===== src/rtl/strrec_pkg.sv =====
// Shared constants and types for the serial pattern detector and its counters.
package strrec_pkg;
    localparam int DEF_PAT_W   = 4;
    localparam int DEF_CNT_MAX = 99;
    localparam int DEF_HIST_W  = 18;
    localparam int CNT_W       = 7;

    typedef enum logic [2:0] {
        EMPTY = 3'd0,
        F1    = 3'd1,
        F2    = 3'd2,
        F3    = 3'd3,
        FULL  = 3'd4
    } fill_t;
endpackage


===== src/rtl/seq_match_detector_if.sv =====
// Stream, control and status signals of the pattern detector, grouped for port binding.
interface seq_match_detector_if
    import strrec_pkg::*;
#(
    parameter int PAT_W  = DEF_PAT_W,
    parameter int HIST_W = DEF_HIST_W
) ();
    // bit_valid qualifies bit_in for exactly one cycle; there is no ready, every valid bit is taken.
    logic              bit_in;
    logic              bit_valid;
    logic [PAT_W-1:0]  pattern;
    logic              overlap;
    logic              clear;
    logic              match;
    logic [CNT_W-1:0]  match_cnt;
    logic [CNT_W-1:0]  bit_cnt;
    logic [HIST_W-1:0] history;
    logic [PAT_W-1:0]  pat_q;
    fill_t             fill_state;

    modport master (
        output bit_in, bit_valid, pattern, overlap, clear,
        input  match, match_cnt, bit_cnt, history, pat_q, fill_state
    );

    modport slave (
        input  bit_in, bit_valid, pattern, overlap, clear,
        output match, match_cnt, bit_cnt, history, pat_q, fill_state
    );
endinterface


===== src/rtl/sat_counter.sv =====
// Up-counter that stops at CNT_MAX; synchronous clear, synchronous active-low reset.
module sat_counter
    import strrec_pkg::*;
#(
    parameter int CNT_MAX = DEF_CNT_MAX,
    parameter int W       = CNT_W
) (
    input  logic         clk,
    input  logic         rst_n,
    input  logic         clr,
    input  logic         inc,
    output logic [W-1:0] cnt
);
    logic [W-1:0] cnt_q, cnt_d;

    always_comb begin
        cnt_d = cnt_q;
        if (clr) begin
            cnt_d = '0;
        end else if (inc && (cnt_q < W'(CNT_MAX))) begin
            cnt_d = cnt_q + 1'b1;
        end
    end

    always_ff @(posedge clk) begin
        if (!rst_n) begin
            cnt_q <= '0;
        end else begin
            cnt_q <= cnt_d;
        end
    end

    assign cnt = cnt_q;
endmodule


===== src/rtl/seq_match_detector.sv =====
// Serial 4-bit pattern detector with overlap/non-overlap mode, saturating counters and bit history.
module seq_match_detector
    import strrec_pkg::*;
#(
    parameter int PAT_W   = DEF_PAT_W,
    parameter int CNT_MAX = DEF_CNT_MAX,
    parameter int HIST_W  = DEF_HIST_W
) (
    input logic                 clk,
    input logic                 rst_n,
    seq_match_detector_if.slave bus
);
    fill_t             state_q, state_d;
    logic [PAT_W-1:0]  win_q, win_d;
    logic [PAT_W-1:0]  pat_q, pat_d;
    logic [HIST_W-1:0] hist_q, hist_d;
    logic              match_q, match_d;
    logic [PAT_W-1:0]  win_next;
    logic              accept;
    logic              hit;

    always_comb begin
        accept   = bus.bit_valid && !bus.clear;
        win_next = {win_q[PAT_W-2:0], bus.bit_in};
        // Only windows filled with PAT_W bits since the last restart may hit.
        hit      = accept && ((state_q == F3) || (state_q == FULL)) && (win_next == pat_q);

        state_d = state_q;
        win_d   = win_q;
        pat_d   = pat_q;
        hist_d  = hist_q;
        match_d = 1'b0;

        if (bus.clear) begin
            state_d = EMPTY;
            win_d   = '0;
            hist_d  = '0;
            pat_d   = bus.pattern;
        end else if (accept) begin
            win_d   = win_next;
            hist_d  = {hist_q[HIST_W-2:0], bus.bit_in};
            match_d = hit;
            if (hit) begin
                state_d = bus.overlap ? FULL : EMPTY;
            end else begin
                case (state_q)
                    EMPTY:   state_d = F1;
                    F1:      state_d = F2;
                    F2:      state_d = F3;
                    default: state_d = FULL;
                endcase
            end
        end
    end

    always_ff @(posedge clk) begin
        if (!rst_n) begin
            state_q <= EMPTY;
            win_q   <= '0;
            pat_q   <= bus.pattern;
            hist_q  <= '0;
            match_q <= 1'b0;
        end else begin
            state_q <= state_d;
            win_q   <= win_d;
            pat_q   <= pat_d;
            hist_q  <= hist_d;
            match_q <= match_d;
        end
    end

    sat_counter #(.CNT_MAX(CNT_MAX), .W(CNT_W)) u_match_cnt (
        .clk   (clk),
        .rst_n (rst_n),
        .clr   (bus.clear),
        .inc   (hit),
        .cnt   (bus.match_cnt)
    );

    sat_counter #(.CNT_MAX(CNT_MAX), .W(CNT_W)) u_bit_cnt (
        .clk   (clk),
        .rst_n (rst_n),
        .clr   (bus.clear),
        .inc   (accept),
        .cnt   (bus.bit_cnt)
    );

    assign bus.match      = match_q;
    assign bus.history    = hist_q;
    assign bus.pat_q      = pat_q;
    assign bus.fill_state = state_q;
endmodule


===== src/flat_wrapper.sv =====
// flat-port wrapper written by rule: the top's interface ports become plain ports
module seq_match_detector_flat import strrec_pkg::*;
#(
    parameter int PAT_W   = DEF_PAT_W,
    parameter int CNT_MAX = DEF_CNT_MAX,
    parameter int HIST_W  = DEF_HIST_W
)
  (clk, rst_n, bus_bit_in, bus_bit_valid, bus_pattern, bus_overlap, bus_clear, bus_match, bus_match_cnt, bus_bit_cnt, bus_history, bus_pat_q, bus_fill_state);
  seq_match_detector_if #(.PAT_W(PAT_W), .HIST_W(HIST_W)) bus_i ();
  input logic clk;
  input logic rst_n;
  input wire logic [$bits(bus_i.bit_in)-1:0] bus_bit_in;
  input wire logic [$bits(bus_i.bit_valid)-1:0] bus_bit_valid;
  input wire logic [$bits(bus_i.pattern)-1:0] bus_pattern;
  input wire logic [$bits(bus_i.overlap)-1:0] bus_overlap;
  input wire logic [$bits(bus_i.clear)-1:0] bus_clear;
  output wire logic [$bits(bus_i.match)-1:0] bus_match;
  output wire logic [$bits(bus_i.match_cnt)-1:0] bus_match_cnt;
  output wire logic [$bits(bus_i.bit_cnt)-1:0] bus_bit_cnt;
  output wire logic [$bits(bus_i.history)-1:0] bus_history;
  output wire logic [$bits(bus_i.pat_q)-1:0] bus_pat_q;
  output wire logic [$bits(bus_i.fill_state)-1:0] bus_fill_state;
  assign bus_i.bit_in = bus_bit_in;
  assign bus_i.bit_valid = bus_bit_valid;
  assign bus_i.pattern = bus_pattern;
  assign bus_i.overlap = bus_overlap;
  assign bus_i.clear = bus_clear;
  assign bus_match = bus_i.match;
  assign bus_match_cnt = bus_i.match_cnt;
  assign bus_bit_cnt = bus_i.bit_cnt;
  assign bus_history = bus_i.history;
  assign bus_pat_q = bus_i.pat_q;
  assign bus_fill_state = bus_i.fill_state;
  seq_match_detector #(.PAT_W(PAT_W), .CNT_MAX(CNT_MAX), .HIST_W(HIST_W)) u_core (.clk(clk), .rst_n(rst_n), .bus(bus_i));
endmodule

===== config.mk =====
export PLATFORM = sky130hd
export DESIGN_NAME = seq_match_detector_flat
export DESIGN_NICKNAME = d
export VERILOG_FILES = /design/src/rtl/strrec_pkg.sv /design/src/rtl/seq_match_detector_if.sv /design/src/rtl/sat_counter.sv /design/src/rtl/seq_match_detector.sv /design/src/flat_wrapper.sv
export SDC_FILE = /design/constraint.sdc
export NUM_CORES = 1
export LEC_CHECK = 0
export CORE_UTILIZATION = 40
export DETAILED_ROUTE_END_ITERATION = 6
export PLACE_DENSITY = 0.7
export SLEW_MARGIN = 15
export SYNTH_ARGS = -nofsm -noshare
export SYNTH_HDL_FRONTEND = slang
export SYNTH_SLANG_ARGS = --single-unit
export TNS_END_PERCENT = 50

===== constraint.sdc =====
create_clock -name clk -period 1.5 [get_ports clk]
set_input_delay 0.225 -clock clk [delete_from_list [all_inputs] [get_ports clk]]
set_output_delay 0.225 -clock clk [all_outputs]
set_load 0.02 [all_outputs]

==> results_dict.tcl, run 1 <==
set metrics [dict create \
    core-area_mm2 0.00380 \
    avgSynthCellArea_um2 9.90 \
    endpoint_kind "flop" \
    drtPass1Iterations 4 \
    cts_buffer_depth 2 \
    startpoint "u_core.bus.pat_q[3]$_DFFE_PP_" \
    dp_hpwl_um 2700 \
    n_antenna_cell 0 \
    synth_adder_area_share_pct 1.52 \
    drc_errors 0 \
    synth_compound_area_share_pct 6.70 \
    cts_tree "done" \
    ys_seq_elements 40 \
    cp_common_cell "xnor2_1" \
    synthMuxAreaShare_pct 12.2 \
    path_cells "xnor2_1 -> nand3_2 -> buf_4 -> nor4b_2 -> xnor2_1 -> nor2_1" \
    outcome "complete, but fails checks" \
    synth_cells 166 \
    maxSlewHeadroom_pct 77.5 \
    setup_violations 1 \
    critPathLaunchType "flop" \
    clkPwrFrac_pct 37.7 \
    clock-skew-final_ns 0.0106 \
    slowest_delay_ns 0.41 \
    routed_wl_um 3980 \
    area_growth_pct 55.1 \
    final_area_mm2 0.00255 \
    hold_path.class "in2reg" \
    ys_warn_count 0 \
    switching_power_w 0.000465 \
    maxCapViolCount 0 \
    p_leak_nw 1.23 \
    fin_ws_ns -0.0360 \
    cts_buffers 5 \
    worst_ep_arrival_time_ns 1.73 \
    min_from "bus_pattern[2]" \
    die_x_um 66.1 \
    rows 22 \
    final_layout_size_suffix_gt1_share_pct 22.0 \
    cp_max_fo 3 \
    max_freq_mhz 651 \
    swShare_pct 22.4 \
    crit_slowest_cell "edfxtp_1" \
    ys_async_sr_fraction_pct 0 \
    num_io_pins 50 \
    io_buffer_count 49 \
    yosysSeqAreaShare_pct 51.1 \
    wire_per_inst_um 13.5 \
    period_share_pct 102 \
    pwr-share-comb_pct 9.0 \
    dieHeight_um 66.1 \
    routed_via_density 5.07 \
    via_count 1492 \
    final_max_slew_viol_count 0 \
    synth_cell_types 36 \
    die-area_mm2 0.00437 \
    initial_core_util_pct 43.3 \
    tns_ns -0.0360 \
    synth_top_family_by_area "simple AND/OR/NAND/NOR gates" \
    tightest_slew_ns 0.338 \
    p_int_w 0.00161 \
    drt.antenna.violating_nets 0 \
    grt_max_degree 41 \
    synth-main-ff-cell "dfxtp_1" \
    grt_overflow 0 \
    r2r_start "u_core.bus.pat_q[3]$_DFFE_PP_" \
    ir_drop_mv 0.684 \
    fin_crit_ns 1.54 \
    dpl_cell_area_mm2 0.00236 \
    antenna_found_initial 0 \
    cts_sinks 40 \
    drtIter0Drc 56 \
    synth_simple_gate_area_share_pct 19.7 \
    synth_nets 178 \
    cts_hold_buf 0 \
    ctsRootBufferMaster "clkbuf_8" \
    grt_pass1_wl_um 6400 \
    synth_edf_count 4 \
    grt_pass1_vias 1452 \
    crit_type "reg2reg" \
    final_util_pct 67.1 \
    p_per_area_mw_per_mm2 814 \
    rsz0062_at_grt "true" \
    clk_pin_slew_worst_paths_ns 0.08 \
    h-tree-depth 2 \
    violations "negative setup slack" \
    synthXorXnorAreaFrac_pct 5.86 \
    p_seq_share_pct 53.3 \
    grt_use_total_pct 19.9 \
    worstSkewPairLatency_ns 0.31 \
    hold_violations 0 \
    nets 257 \
    gp_congestion 0.841 \
    netlist_area_mm2 0.00164 \
    required_ns 1.69 \
]
-- final timing paths --
check / endpoint / slack (ns) / cells after the start
setup / recovery: u_core.u_match_cnt.cnt[2]$_SDFFE_PP0P_ / -0.04 / 6
hold / removal: u_core.bus.pat_q[2]$_DFFE_PP_ / 0.47 / 1
setup reg to reg: u_core.u_match_cnt.cnt[2]$_SDFFE_PP0P_ / -0.04 / 6
hold reg to reg: u_core.u_match_cnt.cnt[6]$_SDFFE_PP0P_ / 0.49 / 2
-- cell families after synthesis --
group,count (synthesis)
simple gates,64
buf+inv,12
flops,40
xor+xnor,11
compound gates,17
mux,20
fa+ha+maj,2
-- stage by stage --
stage	worst slack (ns)	std cells	total power (W)	hold WS, ns
floorplan	-0.0212	166	0.00121	0.324
global placement	-0.298	279	0.00130	0.452
detailed placement	-0.418	279	0.00131	0.479
CTS	-0.0441	288	0.00208	0.464
global route	-0.0821	294	0.00215	0.481
finish	-0.0360	294	0.00208	0.466
-- area by class of cell --
class | count | area, um^2
clock buffer | 8 | 100
fill | 309 | 1250
inverter | 6 | 22.5
multi-input combinational | 114 | 828
sequential | 40 | 845
tap | 48 | 60.1
timing repair buffer | 78 | 694
-- power by group through the flow --
stage	Sequential (W)	Combinational (W)	Clock, W
6_report	0.00111	0.000188	0.000782
5_1_grt	0.00111	0.000199	0.000842
4_1_cts	0.00111	0.000173	0.000799
3_5_place_dp	0.00113	0.000177	0
3_3_place_gp	0.00113	0.000173	0
2_1_floorplan	0.00115	0.0000673	0
-- per-layer routing --
metal	wire [um]	up-vias	track usage, %
met1	1660	708	21.8
met3	251	7	5.34
met5	0	-	0
met2	1980	51	33.8
li1	-	726	-
met4	88	0	12.8
-- Yosys cell counts (3+ instances only) --
cell type	number	area, um^2
xnor2_1	10	87.6
inv_1	5	18.8
and3_1	3	18.8
edfxtp_1	4	120
nand3_1	5	25.0
nor3_1	4	20.0
nor2_1	35	131
a21oi_1	7	35.0
dfxtp_1	36	721
nand2_1	4	15.0
o21ai_1	3	15.0
mux2i_1	20	200
-- sequential cells by signal, summed over array words and instances, names as in the netlist --
name                    flops
u_core.bus.fill_state       3
u_core.bus.history         18
u_core.bus.match            1
u_core.bus.pat_q            4
u_core.u_bit_cnt.cnt        7
u_core.u_match_cnt.cnt      7
-- critical path, delay by kind of cell (launching register included) --
kind                   cells  cell delay, ns
flip-flops                 1            0.41
XOR/XNOR                   2            0.34
AND/OR/NAND/NOR            3            0.48
buffers and inverters      1            0.17
-- timing repair --
action	4_1_cts	5_1_grt
gates resized for setup	39	13
endpoints found under the setup margin	39	18
pin swaps	1	10
setup buffers	1	6
-- cells in the final DEF, fill, tap and decap left out, types with 2 or more instances in the layout --
cell type and count:
inv_1 5, and3_1 2, clkbuf_8 7, a21oi_1 7
o21ai_1 3, dlymetal6s2s_1 4, nand2b_1 2, nand2_1 4
nor2_1 34, nand3_2 2, buf_6 2, clkdlybuf4s50_1 11
nor3_1 3, edfxtp_1 4, dlygate4sd2_1 33, dfxtp_1 33
xnor2_1 8, buf_4 27, xnor2_2 2, nand3_1 3
and2_1 2, ha_1 2, mux2i_1 20, dfxtp_2 3
(Power assumes the default switching activity.)
==> run 2, diff against run 1 <==
--- a/config.mk
+++ b/config.mk
@@ -5,9 +5,12 @@
 export SDC_FILE = /design/constraint.sdc
 export NUM_CORES = 1
 export LEC_CHECK = 0
-export CORE_UTILIZATION = 40
+export CELL_PAD_IN_SITES_DETAIL_PLACEMENT = 1
+export CELL_PAD_IN_SITES_GLOBAL_PLACEMENT = 1
+export CORE_UTILIZATION = 34
 export DETAILED_ROUTE_END_ITERATION = 6
-export PLACE_DENSITY = 0.7
+export PLACE_DENSITY_LB_ADDON = 0.1
+export SETUP_SLACK_MARGIN = 0.5
 export SLEW_MARGIN = 15
 export SYNTH_ARGS = -nofsm -noshare
 export SYNTH_HDL_FRONTEND = slang
==> run 2 against run 1 <==
The flow still finishes with violations (negative setup slack). Power increased by 4.9%. Clock skew is 0.0084 ns lower. Sequential power about the same. Register-to-register slack worse by 0.09 ns. Cell count increased by 9.5%. Sequential share of layout area decreased by 4.1 points. Die area increased by 17%. Critical endpoint is now u_core.u_match_cnt.cnt[6]$_SDFFE_PP0P_. Highest routed layer unchanged.
==> results_dict.tcl, run 2 (synthesized netlist as in run 1, its figures left out) <==
set metrics [dict create \
    outcome "complete, but fails checks" \
    violations "negative setup slack" \
    r2r_cells 6 \
    maxCapViolCount 0 \
    cts_sinks 40 \
    die-area_mm2 0.00512 \
    r2r_start "u_core.u_match_cnt.cnt[1]$_SDFFE_PP0P_" \
    antenna_found_initial 0 \
    setup_violations 8 \
    worst_ep_arrival_time_ns 1.85 \
    num_io_pins 50 \
    rsz0062_at_grt "true" \
    tightest_slew_ns 0.328 \
    drtIter0Drc 53 \
    routed_via_density 5.15 \
    area_growth_pct 92.2 \
    worstSetupEndpoint "u_core.u_match_cnt.cnt[6]$_SDFFE_PP0P_" \
    ir_drop_mv 0.455 \
    hold_path.class "reg2reg" \
    hold_violations 0 \
    io_buffer_count 49 \
    fin_crit_ns 1.63 \
    routed_wl_um 6630 \
    largest_reg_flops 18 \
    drc_errors 0 \
    initial_core_util_pct 36.5 \
    n_antenna_cell 0 \
    period_share_pct 108 \
    cp_max_fo 4 \
    dp_hpwl_um 3200 \
    required_ns 1.72 \
    max_freq_mhz 615 \
    place_ws_ns -0.423 \
    clk_pin_slew_worst_paths_ns 0.08 \
    critPathLaunchType "flop" \
    h-tree-depth 2 \
    grt_use_total_pct 22.0 \
    cts_buffer_depth 2 \
    rows 24 \
    crit_type "reg2reg" \
    final_max_slew_viol_count 0 \
    wire_per_inst_um 20.6 \
    cts_buffers 5 \
    maxSlewHeadroom_pct 77.9 \
    gp_congestion 0.790 \
    nets 281 \
    drt.antenna.violating_nets 0 \
    cts_tree "done" \
    grt_max_degree 31 \
    grt_pass1_wl_um 8560 \
    final_layout_size_suffix_gt1_share_pct 62.2 \
    worstSkewPairLatency_ns 0.29 \
    most-common-layout-cells "buf_6 (61), nor2_1 (32), buf_4 (29), mux2i_1 (20), dfxtp_2 (20)" \
    p_leak_nw 1.33 \
    startpoint "u_core.u_match_cnt.cnt[1]$_SDFFE_PP0P_" \
    p_per_area_mw_per_mm2 690 \
    rrSetupSlack_ns -0.13 \
    grt_pass1_vias 1721 \
    r2r_end "u_core.u_match_cnt.cnt[6]$_SDFFE_PP0P_" \
    drtPass1Iterations 4 \
    final_common_cell "buf_6" \
    dieHeight_um 71.5 \
    die_x_um 71.5 \
    hold_ws_ns 0.496 \
    ctsRootBufferMaster "clkbuf_8" \
    core-area_mm2 0.00450 \
    clock-skew-final_ns 0.00224 \
    grt_overflow 0 \
    fin_ws_ns -0.127 \
    endpoint_kind "flop" \
    via_count 1658 \
]
-- run 2: cell types whose count changed in the layout (fill, tap and decap cells not counted), moves of 4 or more --
| cell | before | now |
|---|---|---|
| xnor2_2 | 2 | 7 |
| dfxtp_2 | 3 | 20 |
| dlymetal6s2s_1 | 4 | 0 |
| dfxtp_1 | 33 | 2 |
| clkdlybuf4s50_1 | 11 | 6 |
| xnor2_1 | 8 | 3 |
| dfxtp_4 | 0 | 14 |
| buf_6 | 2 | 61 |
| dlygate4sd2_1 | 33 | 2 |
-- run 2: power by group --
group / leakage, nW / total (W) / switching [W] / internal, W
sequential: 0.352 / 0.00109 / 0.0000200 / 0.00107
clock: 0.0534 / 0.000822 / 0.000394 / 0.000427
combinational: 0.928 / 0.000267 / 0.000120 / 0.000148
total: 1.33 / 0.00218 / 0.000534 / 0.00164
-- run 2: repair_timing --
action / CTS / global route
setup buffers: 22 / 11
hold buffers: 0 / 0
gates cloned: 0 / 1
setup endpoints to repair: 80 / 58
resized for setup: 292 / 43
pin swaps: 33 / 25
-- run 2: per-stage QoR --
stage	cells	total power (W)	setup TNS [ns]	utilization (%)	instance area (um^2)
final	322	0.00218	-0.755	70.1	3160
after global routing	322	0.00226	-1.31	70.1	3160
after CTS	310	0.00214	-0.0813	63.8	2880
after detailed placement	280	0.00131	-4.61	53.2	2400
after global placement	280	0.00130	-3.35	53.2	2400
after floorplan	166	0.00121	-0.0376	-	1720
-- run 2: how the worst min path moves through the flow --
stage | depth (start not counted) | slack [ns] | to | from
floorplan | 0 | 0.32 | u_core.bus.pat_q[0]$_DFFE_PP_ | bus_pattern[0]
global placement | 2 | 0.46 | u_core.u_match_cnt.cnt[6]$_SDFFE_PP0P_ | u_core.u_match_cnt.cnt[6]$_SDFFE_PP0P_
detailed placement | 2 | 0.46 | u_core.u_match_cnt.cnt[6]$_SDFFE_PP0P_ | u_core.u_match_cnt.cnt[6]$_SDFFE_PP0P_
CTS | 2 | 0.46 | u_core.u_match_cnt.cnt[6]$_SDFFE_PP0P_ | u_core.u_match_cnt.cnt[6]$_SDFFE_PP0P_
global route | 1 | 0.49 | u_core.bus.pat_q[2]$_DFFE_PP_ | bus_pattern[2]
finish | 2 | 0.50 | u_core.u_match_cnt.cnt[6]$_SDFFE_PP0P_ | u_core.u_match_cnt.cnt[6]$_SDFFE_PP0P_
-- run 2: metal layers --
| layer | track usage (%) | routed length, um | up-vias |
|---|---|---|---|
| met5 | 0 | 0 | - |
| met4 | 6.97 | 201 | 0 |
| met3 | 4.78 | 222 | 16 |
| met2 | 44.1 | 3680 | 52 |
| met1 | 22.4 | 2530 | 816 |
| li1 | - | - | 774 |
-- run 2: critical path, cell delays in order, from the launching register on --
cell and delay (ns):
dfxtp_2 0.36, a2111oi_4 0.39, nor2_2 0.12, nor3_4 0.24, buf_4 0.17, nand4_1 0.13, a21oi_1 0.15
-- run 2: area by class of cell --
class                   count  area, um^2
flip-flops and latches     40         918
well taps                  52        65.1
inverters                   6        25.0
repair buffers            102        1060
multi-input cells         114         991
clock inverters             1        5.00
clock buffers               7        97.6
fillers                   440        1350
==> run 3, diff against run 2 <==
--- a/config.mk
+++ b/config.mk
@@ -7,12 +7,13 @@
 export LEC_CHECK = 0
 export CELL_PAD_IN_SITES_DETAIL_PLACEMENT = 1
 export CELL_PAD_IN_SITES_GLOBAL_PLACEMENT = 1
-export CORE_UTILIZATION = 34
+export CORE_UTILIZATION = 35
 export DETAILED_ROUTE_END_ITERATION = 6
 export PLACE_DENSITY_LB_ADDON = 0.1
 export SETUP_SLACK_MARGIN = 0.5
 export SLEW_MARGIN = 15
 export SYNTH_ARGS = -nofsm -noshare
 export SYNTH_HDL_FRONTEND = slang
+export SYNTH_HIERARCHICAL = 1
 export SYNTH_SLANG_ARGS = --single-unit
 export TNS_END_PERCENT = 50
==> run 3 against run 2 <==
The flow still finishes with violations (negative setup slack). Power rose by 3.7%. Critical path type unchanged. First-iteration DRC count rose by 40%. Clock power rose by 6.4%. Cell count fell by 1.6%. Critical endpoint is now u_core/u_match_cnt/cnt[5]$_SDFFE_PP0P_. Critical path depth did not move.
==> results_dict.tcl, run 3 <==
set metrics [dict create \
    outcome "complete, but fails checks" \
    violations "negative setup slack" \
    synthMuxAreaShare_pct 12.9 \
    synth_cell_types 34 \
    ctsRootBufferMaster "clkbuf_8" \
    drtPass1Iterations 4 \
    crit_type "reg2reg" \
    r2r_start "u_core/bus.pat_q[1]$_DFFE_PP_" \
    drc_errors 0 \
    synth_commonest_cells "dfxtp_1 (36), nor2_1 (23), mux2i_1 (22), nand2_1 (13), a21oi_1 (9)" \
    crit_slowest_cell "edfxtp_1" \
    clock-skew-final_ns 0.00288 \
    n_antenna_cell 0 \
    p_per_area_mw_per_mm2 752 \
    synth_compound_area_share_pct 12.3 \
    cts_tree "done" \
    synth_nets 180 \
    synth_simple_gate_area_share_pct 19.7 \
    most-common-layout-cells "buf_6 (49), buf_4 (29), dfxtp_2 (25), nor2_1 (23), mux2i_1 (22)" \
    endpoint_kind "flop" \
    die-area_mm2 0.00516 \
    final_layout_size_suffix_gt1_share_pct 60.5 \
    required_ns 1.73 \
    drt.antenna.violating_nets 0 \
    yosysTopAreaCellShare_pct 42.3 \
    largest_reg_flops 16 \
    routed_wl_um 6110 \
    critPathLaunchType "flop" \
    place_ws_ns -0.560 \
    cts_buffers 5 \
    core-area_mm2 0.00469 \
    routed-wl-met2_um 3550 \
    ys_warn_count 6 \
    rsz0062_at_grt "true" \
    io_buffer_count 49 \
    yosys-top-cells-area "dfxtp_1 (42%), mux2i_1 (13%), edfxtp_1 (7.0%), nor2_1 (5.1%), nand2_1 (2.9%)" \
    avgSynthCellArea_um2 10.2 \
    maxCapViolCount 0 \
    synth_cells 168 \
    fin_ws_ns -0.429 \
    dp_hpwl_um 3350 \
    maxSlewHeadroom_pct 73.5 \
    grt_pass1_vias 1818 \
    die_x_um 71.8 \
    area_growth_pct 76.2 \
    nets 274 \
    fin_crit_ns 1.93 \
    h-tree-depth 2 \
    rows 25 \
    fill_cells 479 \
    cts_buffer_depth 2 \
    wl_met1_um 2230 \
    yosysSeqAreaShare_pct 49.3 \
    final_max_slew_viol_count 0 \
    via_count 1647 \
    ys_seq_elements 40 \
    synth_largest_area_cell "dfxtp_1" \
    wl_met3_um 217 \
    hold_ws_ns 0.349 \
    tightest_slew_ns 0.397 \
    antenna_found_initial 0 \
    setup_violations 8 \
    worstSkewPairLatency_ns 0.29 \
    hold_path.class "in2reg" \
    period_share_pct 129 \
    hold_violations 0 \
    slowest_delay_ns 0.45 \
    synth_top_family_by_area "simple AND/OR/NAND/NOR gates" \
    synth_edf_count 4 \
    wire_per_inst_um 19.3 \
    worst_ep_arrival_time_ns 2.16 \
    dieHeight_um 71.8 \
    grt_overflow 0 \
    drtIter0Drc 74 \
    ir_drop_mv 0.493 \
    num_io_pins 50 \
    startpoint "u_core/bus.pat_q[1]$_DFFE_PP_" \
    netlist_area_mm2 0.00171 \
    synth.most_common_cell "dfxtp_1" \
    clk_pin_slew_worst_paths_ns 0.08 \
    ys_async_sr_fraction_pct 0 \
    synth_adder_area_share_pct 1.47 \
    synthXorXnorAreaFrac_pct 2.05 \
    top_layer "met4" \
    initial_core_util_pct 36.3 \
    gp_congestion 0.715 \
    max_freq_mhz 518 \
    final_common_cell "buf_6" \
    cts_sinks 40 \
    synth-main-ff-cell "dfxtp_1" \
    cp_max_fo 8 \
    grt_pass1_wl_um 8590 \
    min_from "bus_clear" \
    p_leak_nw 1.26 \
    routed_via_density 5.20 \
    grt_use_total_pct 21.7 \
    grt_max_degree 23 \
    cts_hold_buf 0 \
    path_cells "xnor2_2 -> nand3_2 -> nor3_2 -> a21bo_4 -> or4_4 -> a21oi_2" \
]
[run 3: cell count changes in the layout (fill, tap and decap cells not counted), sizes merged, moves of 3 or more]
cell / previous run / this run
inv: 6 / 2
nand2: 4 / 13
nand2b: 2 / 7
nor3: 5 / 1
xnor2: 10 / 4
or3: 1 / 4
buf: 92 / 80
nor2: 35 / 23
[run 3: worst max-delay path: cells and delay by family, from the launching register on]
kind | cells | cell delay, ns
and+or+nand+nor | 3 | 0.77
DFF | 1 | 0.45
AOI/OAI and AO/OA | 2 | 0.42
xor gates and xnor gates | 1 | 0.24
[run 3: timing repair]
action,4_1_cts,5_1_grt
cloned,0,0
setup buffers,15,4
endpoints found under the hold margin,0,0
gates resized for setup,280,30
pin swaps,18,14
setup endpoints to repair,80,56
[run 3: metal layers]
layer	track usage [%]	vias up
li1	-	785
met1	23.9	816
met2	41.0	38
met3	5.63	8
met4	5.66	0
met5	0	-
[run 3: cell families after synthesis]
kind of cell             Yosys count
flip-flops                        40
adder cells (fa/ha/maj)            2
AO/OA/AOI/OAI                     29
XOR/XNOR                           4
multiplexers                      22
buffers and inverters              7
AND/OR/NAND/NOR                   64
[run 3: where the power goes]
part | internal [W] | switching (W)
combinational | 0.000160 | 0.000126
clock | 0.000494 | 0.000381
sequential | 0.00108 | 0.0000194
total | 0.00173 | 0.000527
[run 3: path summary, 6_finish.rpt]
path / end / slack (ns) / cells after the start
hold reg to reg: u_core/u_match_cnt/cnt[1]$_SDFFE_PP0P_ / 0.51 / 2
hold / removal: u_core/u_bit_cnt/cnt[1]$_SDFFE_PP0P_ / 0.35 / 5
setup reg to reg: u_core/u_match_cnt/cnt[5]$_SDFFE_PP0P_ / -0.43 / 6
setup / recovery: u_core/u_match_cnt/cnt[5]$_SDFFE_PP0P_ / -0.43 / 6
[run 3: final cells by class]
cell class	count	area [um^2]	share of cell area, %
Clock buffer	6	72.6	2.42
Clock inverter	2	35.0	1.17
Inverter	3	16.3	0.541
Multi-Input combinational cell	121	1000	33.4
Sequential cell	40	906	30.2
Tap cell	54	67.6	2.25
Timing Repair Buffer	91	902	30.0
[run 3: through the flow]
step | area [um^2] | cells | TNS, ns | util [%] | power [W]
finish | 3000 | 317 | -2.18 | 64.0 | 0.00226
global route | 3000 | 317 | -2.72 | 64.0 | 0.00233
CTS | 2850 | 313 | -1.44 | 60.8 | 0.00224
detailed placement | 2460 | 290 | -5.51 | 52.5 | 0.00135
global placement | 2460 | 290 | -4.54 | 52.5 | 0.00134
floorplan | 1750 | 168 | -1.30 | - | 0.00123
==> RTL change: new RTL, settings of run 1 <==
Set the package constant `DEF_CNT_MAX` to 64 (it was 99).
--- a/src/rtl/strrec_pkg.sv
+++ b/src/rtl/strrec_pkg.sv
@@ -3,3 +3,3 @@
     localparam int DEF_PAT_W   = 4;
-    localparam int DEF_CNT_MAX = 99;
+    localparam int DEF_CNT_MAX = 64;
     localparam int DEF_HIST_W  = 18;
Formal check against the unedited RTL: no difference found for any inputs over 10 cycles, from zero or initial values; that may be too few to reach the edited logic, so the function may still have changed.
==> RTL change against run 1 <==
The run still ends with negative setup slack left; synthesized cell count shrank 3.6%; critical endpoint is now u_core.u_match_cnt.cnt[3]$_SDFFE_PP0P_; fmax grew 1.6%; largest power group unchanged; design area shrank 8.5%; total power shrank 6.7%; non-clock buffer count shrank 16; sequential cell count is the same; wire length shrank 13%; area after synthesis shrank 2.2%; setup slack gained 25 ps; clock skew shrank 5.7 ps; via count shrank 10%; die area shrank 2.1%; clock power shrank 15%; core utilization shrank 5.2 points.
==> RTL change: results (changes against run 1) <==
Run status - finished, violations left
Failing checks - negative setup slack
Post-CTS setup buffer count - 0 (-1)
Post-CTS sizing - 24 (-38%)
#MultiIn Comb - 108 (-5.3%)
Max IR drop VDD - 630 uV (-8.0%)
Net Sw Frac - 0.225 (+0.000328)
Finish-stage setup viols - 1 (unchanged)
Top delay family on crit path - flip-flops
Final WS setup - -11.3 ps (+24.7 ps)
Met3 usage - 0.0538 (+0.000371)
Clock skew - 4.94 ps (-5.71 ps)
Share of cells above drive strength 1 - 0.117 (-0.103)
Fraction of area in registers - 0.361 (+0.0297)
Top cells by count, synth - 36 x dfxtp_1, 35 x nor2_1, 20 x mux2i_1
Post-route cell area - 2330 sq um (-8.5%)
DP Wirelength - 2.55 mm (-5.6%)
Routed met1 length - 1.55 mm (-6.4%)
Clk_lat worst skew - 290 ps (-20 ps)
Routed met2 length - 1.63 mm (-17%)
Seq/Total Area, Yosys - 0.523 (+0.0115)
Clock-net power - 664 uW (-15%)
NonClk Buf Share - 0.260 (-0.0128)
Distinct cells, synth - 34 (-5.6%)
Dpl ws - -333 ps (+84.8 ps)
Drt via density - 4.95 (-2.5%)
Main area contributors after synthesis - dfxtp_1 45%, mux2i_1 12%, nor2_1 8.2%
Die width - 65.4 um (-1.1%)
Dpl cell area - 2240 sq um (-5.2%)
Vias in the first global route - 1249 (-14%)
Count of plain and timing-repair buffers - 62 (-21%)
## RTL change: cell count changes after synthesis, sizes merged, moves of 4 or more
cell,before,now
nor3,5,0
nand3,5,1
nand2,4,8
xnor2,10,4
## RTL change: kinds of logic after synthesis
family,after synthesis,synth area share
AOI/OAI and AO/OA,21,0.0872
xor gates and xnor gates,7,0.0381
adders and majority gates,2,0.0156
buffers and inverters,12,0.0327
DFF,40,0.523
muxes,20,0.125
and+or+nand+nor,58,0.179
## RTL change: worst paths after layout
kind                                     startpoint                                endpoint  cells past startpoint
min reg2reg  u_core.u_match_cnt.cnt[1]$_SDFFE_PP0P_  u_core.u_match_cnt.cnt[1]$_SDFFE_PP0P_                      2
min                                  bus_pattern[1]           u_core.bus.pat_q[1]$_DFFE_PP_                      1
max reg2reg           u_core.bus.pat_q[3]$_DFFE_PP_  u_core.u_match_cnt.cnt[3]$_SDFFE_PP0P_                      6
max                   u_core.bus.pat_q[3]$_DFFE_PP_  u_core.u_match_cnt.cnt[3]$_SDFFE_PP0P_                      6
